===== config.mk =====
export PLATFORM = sky130hd
export DESIGN_NAME = serial_adder_16_bit
export DESIGN_NICKNAME = d
export VERILOG_FILES = /design/src/rtl/serial_adder_pkg.sv /design/src/rtl/adder_slice_4_bit.sv /design/src/rtl/serial_adder_16_bit.sv
export SDC_FILE = /design/constraint.sdc
export NUM_CORES = 1
export LEC_CHECK = 0
export CAP_MARGIN = 10
export CELL_PAD_IN_SITES_DETAIL_PLACEMENT = 1
export CELL_PAD_IN_SITES_GLOBAL_PLACEMENT = 2
export CORE_MARGIN = 1.5
export CORE_UTILIZATION = 32
export CTS_CLUSTER_DIAMETER = 100
export DETAILED_ROUTE_END_ITERATION = 10
export GPL_ROUTABILITY_DRIVEN = 0
export PLACE_DENSITY_LB_ADDON = 0.2
export SLEW_MARGIN = 25
export SYNTH_ARGS = -nofsm -noshare
export SYNTH_HDL_FRONTEND = slang
export SYNTH_SLANG_ARGS = --single-unit

===== constraint.sdc =====
create_clock -name Clk -period 3.9 [get_ports Clk]
set_clock_uncertainty 0.2 [all_clocks]
set_input_delay 0.78 -clock Clk [delete_from_list [all_inputs] [get_ports Clk]]
set_output_delay 0.78 -clock Clk [all_outputs]
set_load 0.05 [all_outputs]

===== src/rtl/serial_adder_pkg.sv =====
// Shared types and sizing for the nibble-serial 16-bit adder.
package serial_adder_pkg;
    localparam int NIBBLE_W    = 4;
    localparam int NUM_NIBBLES = 4;
    localparam int CNT_W       = $clog2(NUM_NIBBLES);
    localparam int DATA_W      = NIBBLE_W * NUM_NIBBLES;

    typedef enum logic [1:0] {
        IDLE = 2'd0,
        RUN  = 2'd1,
        DONE = 2'd2
    } state_t;
endpackage


===== src/rtl/adder_slice_4_bit.sv =====
// Combinational 4-bit add slice, reused once per nibble by the serial adder.
module adder_slice_4_bit (
    input  logic [3:0] A,
    input  logic [3:0] B,
    input  logic       Cin,
    output logic [3:0] Sum,
    output logic       Cout
);
    assign {Cout, Sum} = {1'b0, A} + {1'b0, B} + {4'b0, Cin};
endmodule


===== src/rtl/serial_adder_16_bit.sv =====
// 16-bit adder computing one nibble per cycle through a single 4-bit slice.
// Optional subtract mode (Sub input) when SERIAL_ADDER_SUB_EN is defined.
module serial_adder_16_bit
    import serial_adder_pkg::*;
(
    input  logic              Clk,
    input  logic              Reset,
    input  logic              Start,
    input  logic [DATA_W-1:0] A,
    input  logic [DATA_W-1:0] B,
    input  logic              Cin,
`ifdef SERIAL_ADDER_SUB_EN
    input  logic              Sub,
`endif
    output logic              Busy,
    output logic              Done,
    output logic [DATA_W-1:0] Sum,
    output logic              Cout
);
    state_t              state, state_nx;
    logic [DATA_W-1:0]   a_q, b_q, psum, psum_nx;
    logic [CNT_W-1:0]    cnt;
    logic                carry;
    logic [NIBBLE_W-1:0] slice_sum;
    logic                slice_cout;
    logic [DATA_W-1:0]   b_in;
    logic                cin_in;
    logic                last;

    // Subtraction is A + ~B + 1, folded in at capture time.
    always_comb begin
        b_in   = B;
        cin_in = Cin;
`ifdef SERIAL_ADDER_SUB_EN
        if (Sub) begin
            b_in   = ~B;
            cin_in = 1'b1;
        end
`endif
    end

    adder_slice_4_bit u_slice (
        .A    (a_q[cnt*NIBBLE_W +: NIBBLE_W]),
        .B    (b_q[cnt*NIBBLE_W +: NIBBLE_W]),
        .Cin  (carry),
        .Sum  (slice_sum),
        .Cout (slice_cout)
    );

    assign last = (cnt == CNT_W'(NUM_NIBBLES - 1));

    always_comb begin
        psum_nx = psum;
        psum_nx[cnt*NIBBLE_W +: NIBBLE_W] = slice_sum;
    end

    always_comb begin
        state_nx = state;
        Busy     = 1'b0;
        Done     = 1'b0;
        case (state)
            IDLE: if (Start) state_nx = RUN;
            RUN: begin
                Busy = 1'b1;
                if (last) state_nx = DONE;
            end
            DONE: begin
                Busy     = 1'b1;
                Done     = 1'b1;
                state_nx = IDLE;
            end
            default: state_nx = IDLE;
        endcase
    end

    always_ff @(posedge Clk) begin
        if (Reset) begin
            state <= IDLE;
            a_q   <= '0;
            b_q   <= '0;
            psum  <= '0;
            cnt   <= '0;
            carry <= 1'b0;
            Sum   <= '0;
            Cout  <= 1'b0;
        end else begin
            state <= state_nx;
            case (state)
                IDLE: if (Start) begin
                    a_q   <= A;
                    b_q   <= b_in;
                    carry <= cin_in;
                    cnt   <= '0;
                    psum  <= '0;
                end
                RUN: begin
                    psum  <= psum_nx;
                    carry <= slice_cout;
                    cnt   <= cnt + 1'b1;
                    // Results are published only on the final nibble.
                    if (last) begin
                        Sum  <= psum_nx;
                        Cout <= slice_cout;
                    end
                end
                default: ;
            endcase
        end
    end
endmodule


==> impl_metrics.yaml <==
run_status:
  status: "completed"
cts:
  clock_path_buffers: 2
  numCtsBuffers: 9
  cts_tree: "done"
  cts.clk_slew.worst_paths_ns: 0.07
  cts_hold_buf: 0
  post_cts_resized: 0
  h-tree-depth: 3
  cts_root_buffer: "clkbuf_8"
  postCtsSetupBuffers: 0
  clock-sinks: 70
  worstSkewPairLatency_ns: 0.33
grt:
  grt_pass1_vias: 2713
  grt_max_degree: 37
  grt_pass1_wl_um: 13900
  antenna_found_initial: 0
  grt.total_usage_pct: 17.1
  overflow: 0
detailed_routing:
  first_pass_iters: 4
  drc: 0
  drtIter0Drc: 56
  routed_wl_um: 8440
  vias_per_cell: 4.88
  postRouteAntennaNets: 0
  wl_per_cell_um: 15.3
  vias: 2691
placed_design:
  numPortBuffers: 54
  dp_slack_ns: 0.748
  dp_hpwl_um: 6050
  placedCellCount: 538
timing:
  holdWs_ns: 0.255
  max_freq_mhz: 316
  tightestPinTransition_ns: 0.586
  hold_viol_final: 0
  fin_ws_ns: 0.734
  fin_crit_ns: 3.17
  rsz0062_at_grt: "no"
  slew_headroom_pct: 60.9
  setup_violations: 0
  drv_slew: 0
  fin_setup_tns_ns: 0
  fin_crit_sh_pct: 81.2
power_and_ir_drop:
  p_clk_share_pct: 36.8
  leakage_nw: 1.43
  intPower_w: 0.00117
  pwr-share-seq_pct: 47.8
  p_sw_w: 0.000420
  p_comb_share_pct: 15.4
  vdd_drop_max_uv: 141
  power_density_nw_per_um2: 389
  power_switching_share_pct: 26.4
layout:
  instances_no_fill: 552
  nets: 466
  multi_input_area_um2: 1690
  drive_gt1_share_pct: 9.79
  syn_to_final_growth_pct: 26.3
  seq_area_um2: 1400
  diodes: 0
  num-fill-cells: 1164
floorplanning:
  start_util_pct: 33.0
  ios: 55
  fp.dieW_um: 103
  dieArea_um2: 10700
  die_h_um: 103
  core_um2: 9770
  rows: 36
synth:
  synth.cell_area_um2: 3230
  post_synth_num_cell_types: 40
  ys_top_cells_by_count: "nand2_1 (80), dfxtp_1 (70), a21oi_1 (44), nor2_1 (33), clkbuf_1 (15)"
  syn_inst: 367
  synthArstFlopShare_pct: 0
  synth.area.top_cells: "dfxtp_1 (43%), nand2_1 (9.3%), a21oi_1 (6.8%)"
  yosysTopAreaCell: "dfxtp_1"
  synth_nets: 417
  ys_warn_count: 0
  ys_ff_latch: 70
  synth_top_area_share_pct: 43.4
  synth_edf_count: 0
  yosysMostFrequentCell: "nand2_1"
  yosys_most_used_dff: "dfxtp_1"
  syn_area_per_cell_um2: 8.80
  synth-seq-area-share_pct: 43.4
worst_setup_path:
  required_ns: 3.97
  critical_path_class: "reg2reg"
  critPathBufInv: 0
  critPathLaunchType: "register"
  endpoint_kind: "register"
  worstPathMaxFanout: 7
  cpMaxStageDelayCell: "dfxtp_1"
  worst_path_most_repeated_cell: "fa_1"
  max_stage_delay_ns: 0.58
  crit_chain: "mux4_2 > fa_1 > fa_1 > xor2_1 > and3_1 > nand2_1 > a21oi_1"
  crit_family: "adder cells"
  worst-endpoint-arrival_ns: 3.24
flow_run:
  cap_viol_max_count: 0
worst_hold_path:
  hold_class: "reg2reg"
-- worst paths after layout --
path	start	end	slack, ns	cells after the start
worst max-delay path	cnt[0]	psum[10]	0.73	7
worst min-delay path	a_q[6]	a_q[6]	0.25	2
worst max register to register	cnt[0]	psum[10]	0.73	7
worst min register to register	a_q[6]	a_q[6]	0.25	2
-- cells by family (layout without fill, tap and decap cells) --
group / after synthesis / in the layout / synth area share, %
flip-flops: 70 / 70 / 43.4
AO/OA/AOI/OAI: 91 / 91 / 18.5
adder cells (fa/ha/maj): 14 / 14 / 5.89
AND/OR/NAND/NOR: 140 / 140 / 19.3
buffers and inverters: 34 / 86 / 4.26
multiplexers: 17 / 17 / 8.37
XOR/XNOR: 1 / 1 / 0.271
-- final cells by class --
type	instances	share of cell area, %
Multi-Input combinational cell	263	41.4
Sequential cell	70	34.3
Timing Repair Buffer	62	14.6
Tap cell	133	4.08
Clock buffer	13	3.89
Inverter	10	0.920
Clock inverter	1	0.736
-- metrics by stage --
stage / total power (W) / utilization (%) / area (um^2)
floorplan: 0.000929 / - / 3230
global placement: 0.00102 / 39.8 / 3890
detailed placement: 0.00102 / 39.8 / 3890
CTS: 0.00161 / 41.7 / 4080
global route: 0.00167 / 41.7 / 4080
finish: 0.00159 / 41.7 / 4080
-- worst register-to-register path: cells and delay by family (launching register included) --
kind | cells | cell delay [ns]
AOI/OAI and AO/OA | 1 | 0.13
xor gates and xnor gates | 1 | 0.35
adders and majority gates | 2 | 0.87
DFF | 1 | 0.58
muxes | 1 | 0.58
and+or+nand+nor | 2 | 0.40
-- registers in the layout, indices dropped and copies added (netlist names) --
signal,cells
Sum,16
a_q,16
b_q,16
psum,16
cnt,2
state,2
Cout,1
carry,1
-- per-layer routing --
metal	global-route usage (%)	wire (um)
met2	26.1	3880
met5	0	0
met4	6.24	38
met1	24.4	4310
met3	2.62	213
-- power groups by stage --
stage          Clock (W)  Sequential [W]  Combinational (W)
2_1_floorplan          0        0.000768           0.000161
3_3_place_gp           0        0.000775           0.000243
3_5_place_dp           0        0.000775           0.000248
4_1_cts         0.000606        0.000759           0.000250
5_1_grt         0.000633        0.000763           0.000271
6_report        0.000585        0.000759           0.000244
-- cell usage in the layout (no fill, tap or decap), drive strengths merged, types with 2 or more instances in the layout --
cell / n
ha: 12
mux2i: 9
or3b: 2
clkbuf: 13
nand2: 80
fa: 2
mux4: 8
clkdlybuf4s50: 53
a22oi: 13
nand3: 5
a21oi: 45
o21ai: 8
buf: 9
and2: 3
a211oi: 6
nor2: 35
nor2b: 5
nand2b: 5
dfxtp: 70
o2bb2ai: 4
inv: 10
a2111oi: 4
a311oi: 4
o41ai: 3
(Power assumes the default switching activity.)
